[src/rtl/frame_seq_pkg.sv]
// Shared definitions for the single-frame convolution sequencer: state
// encoding, frame-size derivations and the counter width helper.
`ifndef FRAME_SEQ_PKG_SV
`define FRAME_SEQ_PKG_SV

`define FRAME_PIXELS(w, h) ((w) * (h))
`define OUT_PIXELS(w, h, k) (((w) - (k) + 1) * ((h) - (k) + 1))

package frame_seq_pkg;

    typedef enum logic [1:0] {
        ST_IDLE    = 2'd0,
        ST_LOAD    = 2'd1,
        ST_PROCESS = 2'd2,
        ST_UNLOAD  = 2'd3
    } state_e;

    // Bits needed to hold 'value' itself, so a terminal count always fits.
    function automatic int clogb2(input int value);
        int bits = 0;
        for (int v = value; v > 0; v = v >> 1) begin
            bits++;
        end
        return (bits == 0) ? 1 : bits;
    endfunction

endpackage

`endif

[src/rtl/px_counter.sv]
// Pixel counter with synchronous clear and a terminal-count flag; it holds at
// the terminal count instead of wrapping.
module px_counter #(
    parameter int WIDTH    = 7,
    parameter int TERMINAL = 100
) (
    input  logic             clk,
    input  logic             reset,
    input  logic             i_clear,
    input  logic             i_incr,
    output logic [WIDTH-1:0] o_cnt,
    output logic             o_last
);

    localparam logic [WIDTH-1:0] TERM_C = WIDTH'(TERMINAL);
    localparam logic [WIDTH-1:0] LAST_C = WIDTH'(TERMINAL - 1);

    logic [WIDTH-1:0] cnt_q;
    logic [WIDTH-1:0] cnt_d;

    always_comb begin
        cnt_d = cnt_q;
        if (i_clear) begin
            cnt_d = '0;
        end else if (i_incr && (cnt_q != TERM_C)) begin
            cnt_d = cnt_q + WIDTH'(1);
        end
    end

    always_ff @(posedge clk or posedge reset) begin
        if (reset) begin
            cnt_q <= '0;
        end else begin
            cnt_q <= cnt_d;
        end
    end

    assign o_cnt  = cnt_q;
    // High while the increment about to be taken is the final one.
    assign o_last = (cnt_q == LAST_C);

endmodule

[src/rtl/frame_seq_ctrl.sv]
// Frame sequencer: loads a host frame into the source BRAM, steers convolution
// results into the destination BRAM, then serves host reads of the result.
module frame_seq_ctrl
    import frame_seq_pkg::*;
#(
    parameter int RAM_WIDTH    = 8,
    parameter int IMAGE_WIDTH  = 10,
    parameter int IMAGE_HEIGHT = 10,
    parameter int KERNEL_WIDTH = 3
) (
    input  logic                 clk,
    input  logic                 reset,
    input  logic                 i_host_valid,
    input  logic [RAM_WIDTH-1:0] i_host_data,
    input  logic                 i_host_rd_req,
    output logic [RAM_WIDTH-1:0] o_host_data,
    output logic                 o_host_data_valid,
    output logic                 o_src_load_valid,
    output logic [RAM_WIDTH-1:0] o_src_data,
    output logic                 o_src_read_valid,
    input  logic                 i_conv_valid,
    input  logic [RAM_WIDTH-1:0] i_conv_data,
    output logic                 o_dst_load_valid,
    output logic [RAM_WIDTH-1:0] o_dst_data,
    output logic                 o_dst_read_valid,
    input  logic [RAM_WIDTH-1:0] i_dst_data,
    output logic [1:0]           o_state,
    output logic                 o_frame_done,
    output logic                 o_overrun
);

    localparam int FRAME_PIXELS = `FRAME_PIXELS(IMAGE_WIDTH, IMAGE_HEIGHT);
    localparam int OUT_PIXELS   = `OUT_PIXELS(IMAGE_WIDTH, IMAGE_HEIGHT, KERNEL_WIDTH);
    localparam int CNT_W        = clogb2(FRAME_PIXELS);

    localparam logic [CNT_W-1:0] FRAME_C = CNT_W'(FRAME_PIXELS);
    localparam logic [CNT_W-1:0] OUT_C   = CNT_W'(OUT_PIXELS);

    state_e               state_q, state_d;
    logic                 src_load_valid_q, src_load_valid_d;
    logic [RAM_WIDTH-1:0] src_data_q, src_data_d;
    logic                 src_read_valid_q, src_read_valid_d;
    logic                 dst_load_valid_q, dst_load_valid_d;
    logic [RAM_WIDTH-1:0] dst_data_q, dst_data_d;
    logic                 dst_read_valid_q, dst_read_valid_d;
    logic                 rd_final_q, rd_final_d;
    logic [RAM_WIDTH-1:0] host_data_q, host_data_d;
    logic                 host_data_valid_q, host_data_valid_d;
    logic                 frame_done_q, frame_done_d;
    logic                 overrun_q, overrun_d;

    logic [CNT_W-1:0] load_cnt, conv_cnt, rd_cnt;
    logic             load_last, conv_last, rd_last;
    logic             in_idle, in_load, in_proc, in_unload;
    logic             load_acc, conv_acc, rd_acc;

    assign in_idle   = (state_q == ST_IDLE);
    assign in_load   = (state_q == ST_LOAD);
    assign in_proc   = (state_q == ST_PROCESS);
    assign in_unload = (state_q == ST_UNLOAD);

    // Accept guards also stop a counter that has reached its terminal count.
    assign load_acc = i_host_valid && (in_idle || in_load) && (load_cnt != FRAME_C);
    assign conv_acc = i_conv_valid && in_proc && (conv_cnt != OUT_C);
    assign rd_acc   = i_host_rd_req && in_unload && (rd_cnt != OUT_C);

    px_counter #(.WIDTH(CNT_W), .TERMINAL(FRAME_PIXELS)) u_load_cnt (
        .clk     (clk),
        .reset   (reset),
        .i_clear (!in_load && !load_acc),
        .i_incr  (load_acc),
        .o_cnt   (load_cnt),
        .o_last  (load_last)
    );

    px_counter #(.WIDTH(CNT_W), .TERMINAL(OUT_PIXELS)) u_conv_cnt (
        .clk     (clk),
        .reset   (reset),
        .i_clear (!in_proc),
        .i_incr  (conv_acc),
        .o_cnt   (conv_cnt),
        .o_last  (conv_last)
    );

    px_counter #(.WIDTH(CNT_W), .TERMINAL(OUT_PIXELS)) u_rd_cnt (
        .clk     (clk),
        .reset   (reset),
        .i_clear (!in_unload),
        .i_incr  (rd_acc),
        .o_cnt   (rd_cnt),
        .o_last  (rd_last)
    );

    always_comb begin
        state_d           = state_q;
        src_load_valid_d  = 1'b0;
        src_data_d        = src_data_q;
        dst_load_valid_d  = 1'b0;
        dst_data_d        = dst_data_q;
        dst_read_valid_d  = rd_acc;
        rd_final_d        = rd_acc && rd_last;
        host_data_valid_d = dst_read_valid_q;
        host_data_d       = dst_read_valid_q ? i_dst_data : host_data_q;
        frame_done_d      = dst_read_valid_q && rd_final_q;
        overrun_d         = overrun_q
                          | (i_host_valid && (in_proc || in_unload))
                          | (i_conv_valid && !in_proc);

        if (load_acc) begin
            src_load_valid_d = 1'b1;
            src_data_d       = i_host_data;
            if (in_idle) state_d = ST_LOAD;
            if (load_last) state_d = ST_PROCESS;
        end

        if (conv_acc) begin
            dst_load_valid_d = 1'b1;
            dst_data_d       = i_conv_data;
            if (conv_last) state_d = ST_UNLOAD;
        end

        // Leave one cycle after the final pixel reaches the host.
        if (in_unload && frame_done_q) begin
            state_d = ST_IDLE;
        end

        src_read_valid_d = (state_d == ST_PROCESS);
    end

    always_ff @(posedge clk or posedge reset) begin
        if (reset) begin
            state_q           <= ST_IDLE;
            src_load_valid_q  <= 1'b0;
            src_data_q        <= '0;
            src_read_valid_q  <= 1'b0;
            dst_load_valid_q  <= 1'b0;
            dst_data_q        <= '0;
            dst_read_valid_q  <= 1'b0;
            rd_final_q        <= 1'b0;
            host_data_q       <= '0;
            host_data_valid_q <= 1'b0;
            frame_done_q      <= 1'b0;
            overrun_q         <= 1'b0;
        end else begin
            state_q           <= state_d;
            src_load_valid_q  <= src_load_valid_d;
            src_data_q        <= src_data_d;
            src_read_valid_q  <= src_read_valid_d;
            dst_load_valid_q  <= dst_load_valid_d;
            dst_data_q        <= dst_data_d;
            dst_read_valid_q  <= dst_read_valid_d;
            rd_final_q        <= rd_final_d;
            host_data_q       <= host_data_d;
            host_data_valid_q <= host_data_valid_d;
            frame_done_q      <= frame_done_d;
            overrun_q         <= overrun_d;
        end
    end

    assign o_state           = state_q;
    assign o_src_load_valid  = src_load_valid_q;
    assign o_src_data        = src_data_q;
    assign o_src_read_valid  = src_read_valid_q;
    assign o_dst_load_valid  = dst_load_valid_q;
    assign o_dst_data        = dst_data_q;
    assign o_dst_read_valid  = dst_read_valid_q;
    assign o_host_data       = host_data_q;
    assign o_host_data_valid = host_data_valid_q;
    assign o_frame_done      = frame_done_q;
    assign o_overrun         = overrun_q;

endmodule
[config.mk]
export PLATFORM = sky130hd
export DESIGN_NAME = frame_seq_ctrl
export DESIGN_NICKNAME = d
export VERILOG_FILES = /design/src/rtl/frame_seq_pkg.sv /design/src/rtl/px_counter.sv /design/src/rtl/frame_seq_ctrl.sv
export SDC_FILE = /design/constraint.sdc
export NUM_CORES = 1
export LEC_CHECK = 0
export CAP_MARGIN = 20
export CORE_ASPECT_RATIO = 1.1
export CORE_MARGIN = 2
export CORE_UTILIZATION = 35
export CTS_BUF_LIST = sky130_fd_sc_hd__clkbuf_4
export CTS_CLUSTER_DIAMETER = 50
export DETAILED_ROUTE_END_ITERATION = 7
export PLACE_DENSITY = 0.71
export SYNTH_ARGS = -nofsm -noshare
export SYNTH_HDL_FRONTEND = slang
export SYNTH_HIERARCHICAL = 1
export SYNTH_SLANG_ARGS = --single-unit
export TNS_END_PERCENT = 10
[constraint.sdc]
create_clock -name clk -period 4.5 [get_ports clk]
set_clock_uncertainty 0.05 [all_clocks]
set_input_delay 0.675 -clock clk [delete_from_list [all_inputs] [get_ports clk]]
set_output_delay 0.675 -clock clk [all_outputs]
set_load 0.005 [all_outputs]
* Word level (Yosys, flattened, before mapping)
Cells that the tools add are included.
** Storage, ports and cells
- Output and inout port bits :: 33
- Input bits :: 29
- Register bits after elaboration :: 55
** Operators by class
- Equal/unequal tests :: 12
- $add $sub $neg :: 3
- Bitwise gates (word level) :: 2
- Muxes and demuxes :: 14
- Reductions and logical operators :: 22
** Operators with widths (count)
- $mux 7 :: 6
- $add 7x1->7 const B :: 3
- $ne 7x7->1 const B :: 3
- $logic_and 1x1->1 :: 15
- $eq 7x6->1 const B :: 2
- $mux 2 :: 6
- $eq 7x7->1 const B :: 1
- $eq 2x2->1 const B :: 3
- $ne 2x1->1 const B :: 2
- $logic_not 1->1 :: 3
- $eq 2x1->1 const B :: 1
- $logic_not 2->1 :: 1
- $logic_or 1x1->1 :: 2
- $mux 1 :: 2
- $or 1x1->1 :: 2
- $reduce_bool 2->1 :: 1

* Longest topological paths before layout
Gate-level depths: netlist of run 1.
- Word-level depth :: 9
- Mapped depth :: 8
- Mapped depth without buffers :: 6

* Cells and area by module
Netlist of run 1, hierarchy kept.
** By module, submodules not included
- frame_seq_ctrl :: area each 1380.1 sq um, instances 1, cells an instance 91
- px_counter (u_conv_cnt ...) :: area each 396.6 sq um, instances 2, cells an instance 43
- px_counter (u_load_cnt) :: area each 422.9 sq um, instances 1, cells an instance 44

* Least setup slack after synthesis of run 1
No wires, ideal clock.
- Path kind :: input-to-reg
- Start :: input port i_host_rd_req
- End :: register u_rd_cnt.cnt_q[0], in the netlist u_rd_cnt/o_cnt[0]
- Path buffers :: 0
- Library setup time :: 125 ps
- Cell stages on the path :: 5
- Required time :: 4325 ps
- Slack :: 2652 ps
- Data arrival time :: 1673 ps
- Cell sequence :: nand3_1 a21oi_1 inv_1 a31oi_1 mux2_2
** Between the ends
- Longest elaborated chain between the ends :: 4
** RTL lines
- start: declaration :: RTL line frame_seq_ctrl.sv:15 : input logic i_host_rd_req,
- $logic_and 1x1->1 (2 in a row) :: RTL line frame_seq_ctrl.sv:65 : assign rd_acc = i_host_rd_req && in_unload && (rd_cnt != OUT_C);
- via dst_read_valid_d :: RTL line frame_seq_ctrl.sv:45 : logic dst_read_valid_q, dst_read_valid_d;
- $logic_and 1x1->1 :: RTL line px_counter.sv:25 : end else if (i_incr && (cnt_q != TERM_C)) begin
- $ne 2x1->1 (no source line)
- end signal: assignment :: RTL line px_counter.sv:34 : cnt_q <= cnt_d;
- end: declaration :: RTL line px_counter.sv:18 : logic [WIDTH-1:0] cnt_q;
The timed path passes the listed nets, and every way through them passes these cells.
A chain may end at the register's enable or synchronous reset.

* Final worst setup path of run 1
- Start :: input port i_host_valid
- End :: register u_load_cnt.cnt_q[5], in the netlist u_load_cnt/o_cnt[5]
** Between the ends
- Longest elaborated chain between the ends :: 5
** RTL lines
- start: declaration :: RTL line frame_seq_ctrl.sv:13 : input logic i_host_valid,
- $logic_and 1x1->1 * (2 in a row) :: RTL line frame_seq_ctrl.sv:63 : assign load_acc = i_host_valid && (in_idle || in_load) && (load_cnt != FRAME_C);
- $logic_not 1->1 :: RTL line frame_seq_ctrl.sv:70 : .i_clear (!in_load && !load_acc),
- $logic_and 1x1->1 :: RTL line frame_seq_ctrl.sv:70
- $mux 7 / $reduce_bool 2->1 (equally long branches)
- end signal: assignment :: RTL line px_counter.sv:34
- end: declaration :: RTL line px_counter.sv:18
Mark *: on every way between the ends. The rest lies on a longest branch, timed or not.

==> impl_metrics.toml, run 1 <==
[status]
status = "finished, final reports clean"

[layout]
syn_to_final_growth_pct = 29.9
nNetsFinal = 320
antennaDiodeCount = 0
final_area_um2 = 3370
drive_gt1_frac = 0.178

[clock_network]
clkLatencyLatePin_ns = 0.36
clockBufferDepth = 2
numClockSinks = 55
postCtsResizedCells = 0
htree_levels = 2
numCtsBuffers = 5
cts_tree = "built"
hold_buffers = 0
cts_setup_buffers = 0
cts_root_buffer = "clkbuf_4"
clk_pin_slew_ns = 0.16

[worst_setup_path]
path_max_fanout = 17
path_cells = "clkdlybuf4s50_1, nand2b_4, a21oi_2, nand4_2, or3_1, a21oi_1"
crit_arrival_ns = 2.63
critPathLaunchType = "primary input"
path_class = "in2reg"
slowest_delay_ns = 0.60
cp.required_ns = 4.74
rr_worst_depth = 5
endpoint_kind = "register"
crit_slowest_cell = "a21oi_2"

[global_routing]
grt_pass1_vias = 1786
grt_usage = 0.127
grt_pass1_wl_um = 8250
grt_max_degree = 26
overflow = 0
antenna_found_initial = 0

[power]
ir_drop_uv = 202
p_leak_uw = 0.00143
p_per_area_nw_per_um2 = 346

[placement]
place_congestion = 0.790
hpwl_um = 3720
port-buffer-count = 61
dpl_cell_area_um2 = 3290

[timing]
fin_crit_ns = 2.38
max_freq_mhz = 420
max_slew.worst_pin.slew_ns = 0.826
finalHoldViolCount = 0
rsz0062_at_grt = "no"
fin_crit_sh = 0.529
finalMaxSlewViolations = 0
fin_setup_tns_ns = 0
setup_viol = 0
relSlewSlack = 0.449

[logic_synthesis]
yosys_register_bits = 55
avgSynthCellArea_um2 = 11.7
syn_nets = 256
yosys_warnings = 6
synth-seq-area-share = 0.530
ys_types = 43
async_flop_share = 1.00
synth-edff-count = 0
synthCells = 221
netlist_area_um2 = 2600
ys.flop_type = "dfrtp_1"

[route]
drt-pass1-iter-count = 4
drt_iter0_drc = 70
postRouteAntennaNets = 0
drc = 0
viasPerCell = 5.06
wl_per_cell_um = 13.3
wl_um = 4950
vias = 1876

[hold_path]
holdPathStages = 1
hold_path.class = "reg2reg"

[job]
maxCapViolCount = 0

[floorplanning]
pin_count = 62
die_height_um = 94.3
die_w_um = 86.1
fp.coreArea_um2 = 7090
die_area_um2 = 8120
rows = 32
start_util = 0.366
layout by cell type (no fill, tap or decap), drive strengths merged:
cell type      Yosys  layout
and3               1       1
mux2i              3       3
ha                 6       6
a211oi             1       1
nand2b             8       8
xor2               5       5
clkbuf             1       6
nor4b              4       4
dfrtp             55      55
mux2              28      28
nor2b              1       1
a211o              3       3
buf                5       2
inv               17      17
nand3b             1       1
nor3               6       6
a221o              1       1
clkdlybuf4s50      0      61
nor3b              2       2
and2               2       2
nor2              12      12
a21oi             16      16
a31oi              2       2
clkinv             0       1
a21boi             1       1
nand3              3       3
or3                6       6
nand4              9       9
and4b              1       1
o311a              1       1
o21ai              6       6
nand2             14      14
clkinvlp           0       1
report_power, final:
part           internal (µW)  leakage, µW  total (µW)  switching [µW]
Combinational            195     0.000688         307             112
Clock                   66.8    0.0000317         216             149
Sequential               569     0.000712         645            75.5
Total                    831      0.00143        1170             337
final timing paths:
check / start / to / slack [ns]
setup / recovery: i_host_valid / u_load_cnt/o_cnt[5]$_DFFE_PP0P_ / 2.12
hold / removal: rd_final_q$_DFF_PP0_ / o_frame_done$_DFF_PP0_ / 0.42
setup reg to reg: u_load_cnt/o_cnt[2]$_DFFE_PP0P_ / u_load_cnt/o_cnt[5]$_DFFE_PP0P_ / 2.21
hold reg to reg: rd_final_q$_DFF_PP0_ / o_frame_done$_DFF_PP0_ / 0.42
max in group asynchronous: reset / o_src_data[3]$_DFFE_PP0N_ / 3.19
min in group asynchronous: reset / o_overrun$_DFF_PP0_ / 0.60
metal layers:
metal | vias to the layer above | track usage | wire length (µm)
met1 | 934 | 0.170 | 2190
met2 | 32 | 0.211 | 2550
met4 | 0 | 0.0317 | 27
met5 | - | 0 | 0
li1 | 908 | - | -
met3 | 2 | 0.0280 | 177
cell type report:
class / count / area (µm²)
fill: 635 / 3710
sequential: 55 / 1380
multi-input combinational: 143 / 1120
timing repair buffer: 63 / 646
tap: 85 / 106
inverter: 17 / 63.8
clock buffer: 6 / 45.0
clock inverter: 2 / 12.5
logic make-up after synthesis:
kind of cell             synth area share
adder cells (fa/ha/maj)            0.0289
XOR/XNOR                           0.0169
AO/OA/AOI/OAI                      0.0790
multiplexers                        0.134
AND/OR/NAND/NOR                     0.173
buffers and inverters              0.0376
flip-flops                          0.530
critical path, delay by kind of cell:
family	cells	cell delay, ns
AO/OA/AOI/OAI	2	0.76
buffers and inverters	1	0.53
AND/OR/NAND/NOR	3	0.65
stage by stage:
stage	cells	worst slack, ns	power [µW]	hold WS (ns)	util
4_1_cts	370	2.11	1190	0.435	0.472
6_report	371	2.12	1170	0.417	0.476
3_3_place_gp	362	1.77	956	0.392	0.464
2_1_floorplan	221	2.65	800	0.344	-
5_1_grt	371	1.99	1240	0.472	0.476
3_5_place_dp	362	1.71	965	0.405	0.464
synthesized netlist by cell type, types with 2 or more instances:
master,number,area share
mux2i_1,3,0.012
xor2_1,5,0.017
and2_1,2,0.0048
nor3_1,4,0.0077
nand2b_1,7,0.017
or3_1,6,0.014
inv_1,17,0.025
nand3_1,3,0.0058
dfrtp_1,55,0.53
nand4_1,8,0.019
ha_1,6,0.029
nand2_1,14,0.020
a31oi_1,2,0.0048
a21oi_1,14,0.027
nor2_1,12,0.017
o21ai_0,6,0.012
mux2_1,2,0.0087
nor3_2,2,0.0077
buf_1,3,0.0043
a211o_2,2,0.0077
nor4b_2,2,0.012
mux2_2,25,0.11
state kept, by name (all words and copies together) (netlist names), 2 cells and up:
register          cells
o_dst_data            8
o_host_data           8
o_src_data            8
o_state               2
u_conv_cnt/o_cnt      7
u_load_cnt/o_cnt      7
u_rd_cnt/o_cnt        7
No activity file was read; power rests on OpenSTA's default activity.
==> inputs of run 2 (changes only) <==
clock period = 2.5 ns   (was 4.5 ns; I/O delays follow)
==> run 2 against run 1 <==
Effect of this change: combinational power increased by 82%; register-to-register slack got worse by 1.6 ns; setup slack got worse by 1.6 ns; critical path depth decreased by 5; power increased by 92%; largest cell class unchanged.
==> impl_metrics.toml, run 2 (same netlist as run 1, synthesis figures left out) <==
[floorplanning]
die_w_um = 86.1
pin_count = 62
start_util = 0.366
rows = 32
fp.coreArea_um2 = 7090
die_height_um = 94.3
die_area_um2 = 8120

[route]
viasPerCell = 4.92
drc = 0
postRouteAntennaNets = 0
drt-pass1-iter-count = 4
vias = 1844
drt_iter0_drc = 73
wl_per_cell_um = 13.5
wl_um = 5060

[worst_setup_path]
crit_arrival_ns = 1.57
path_depth = 1
r2r_end = "u_load_cnt/o_cnt[6]$_DFFE_PP0P_"
path_class = "reg2out"
path_max_fanout = 11
startpoint = "o_dst_read_valid$_DFF_PP0_"
crit_family = "flip-flops"
r2r_slack_ns = 0.62
crit_slowest_cell = "dfrtp_1"
critPathLaunchType = "register"
slowest_delay_ns = 0.62
worst-path-buf-inv = 1
cp.required_ns = 2.08
endpoint_kind = "output port"
crit_end = "o_dst_read_valid"
path_cells = "clkdlybuf4s50_1"
r2r_start = "u_load_cnt/o_cnt[2]$_DFFE_PP0P_"
rr_worst_depth = 5

[global_routing]
grt_pass1_wl_um = 8590
use_met1 = 0.167
grt_use_met2 = 0.225
overflow = 0
antenna_found_initial = 0
grtUsageMet3 = 0.0297
grt_usage = 0.131
busiest_layer = "met2"
grt_pass1_vias = 1868
grt_max_degree = 35

[timing]
fin_crit_ns = 2.00
setup_viol = 0
max_freq_mhz = 500
relSlewSlack = 0.708
max_slew.worst_pin.slew_ns = 0.438
fin_crit_sh = 0.800
finalMaxSlewViolations = 0
rsz0062_at_grt = "no"
finalHoldViolCount = 0
fin_setup_tns_ns = 0

[clock_network]
cts_setup_buffers = 0
clkLatencyLatePin_ns = 0.38
clk_pin_slew_ns = 0.18
postCtsResizedCells = 0
cts_root_buffer = "clkbuf_4"
cts_tree = "built"
htree_levels = 2
numClockSinks = 55
hold_buffers = 0
clockBufferDepth = 2
numCtsBuffers = 5

[power]
ir_drop_uv = 353
p_leak_uw = 0.00146
p_per_area_nw_per_um2 = 656

[layout]
syn_to_final_growth_pct = 31.4
fillerInstances = 616
antennaDiodeCount = 0
mostFrequentLayoutCell = "clkdlybuf4s50_1"
final_cell_mix = "61 x clkdlybuf4s50_1, 55 x dfrtp_1, 25 x mux2_2, 17 x inv_1"
drive_gt1_frac = 0.190
nNetsFinal = 324
final_util = 0.481

[placement]
port-buffer-count = 61
place_congestion = 0.822
hpwl_um = 3850

[hold_path]
hold_path.class = "in2async"

[status]
status = "finished, final reports clean"

[job]
maxCapViolCount = 0
[run 2: cell count changes in the layout (fill, tap and decap cells not counted), sizes merged]
| cell | delta |
|---|---|
| clkinv | -1 |
| inv | +2 |
| bufinv | +1 |
| clkinvlp | -1 |
| clkbuf | -1 |
| buf | +4 |
[run 2: worst min-delay path by stage]
stage	depth (start not counted)	slack, ns	start	end
after floorplan	1	0.13	reset	u_conv_cnt/o_cnt[0]$_DFFE_PP0P_
after global placement	1	0.39	rd_final_q$_DFF_PP0_	o_frame_done$_DFF_PP0_
after detailed placement	1	0.40	rd_final_q$_DFF_PP0_	o_frame_done$_DFF_PP0_
after CTS	2	0.26	reset	u_conv_cnt/o_cnt[3]$_DFFE_PP0P_
after global routing	2	0.28	reset	u_conv_cnt/o_cnt[1]$_DFFE_PP0P_
final	2	0.26	reset	u_conv_cnt/o_cnt[0]$_DFFE_PP0P_
[run 2: area by class of cell]
cell class              instances  area, µm²  area share
multi-input cells             143       1120       0.329
clock inverters                 3       50.0      0.0147
well taps                      85        106      0.0312
clock buffers                   5       37.5      0.0110
repair buffers                 67        656       0.192
flip-flops and latches         55       1380       0.403
inverters                      17       63.8      0.0187
[run 2: stage by stage]
step                      hold slack [ns]  worst slack [ns]  std cells  total power (µW)  cell area (µm²)
final                               0.264             0.500        375              2240             3410
after detailed placement            0.397             0.404        367              1740             3320
after floorplan                     0.128             0.722        221              1440             2600
after global routing                0.283             0.367        375              2380             3410
after CTS                           0.264             0.436        375              2280             3410
after global placement              0.389             0.450        367              1730             3320
[run 2: layer usage]
layer,wire length [µm],part of all wire,vias up
met4,53,0.010,0
li1,-,-,908
met5,0,0,-
met2,2570,0.51,22
met3,147,0.029,6
met1,2290,0.45,908
[run 2: power by group]
group	switching (µW)	leakage (µW)	internal (µW)
clock network	298	0.0000477	221
logic	205	0.000701	354
registers	134	0.000712	1020
total	637	0.00146	1600
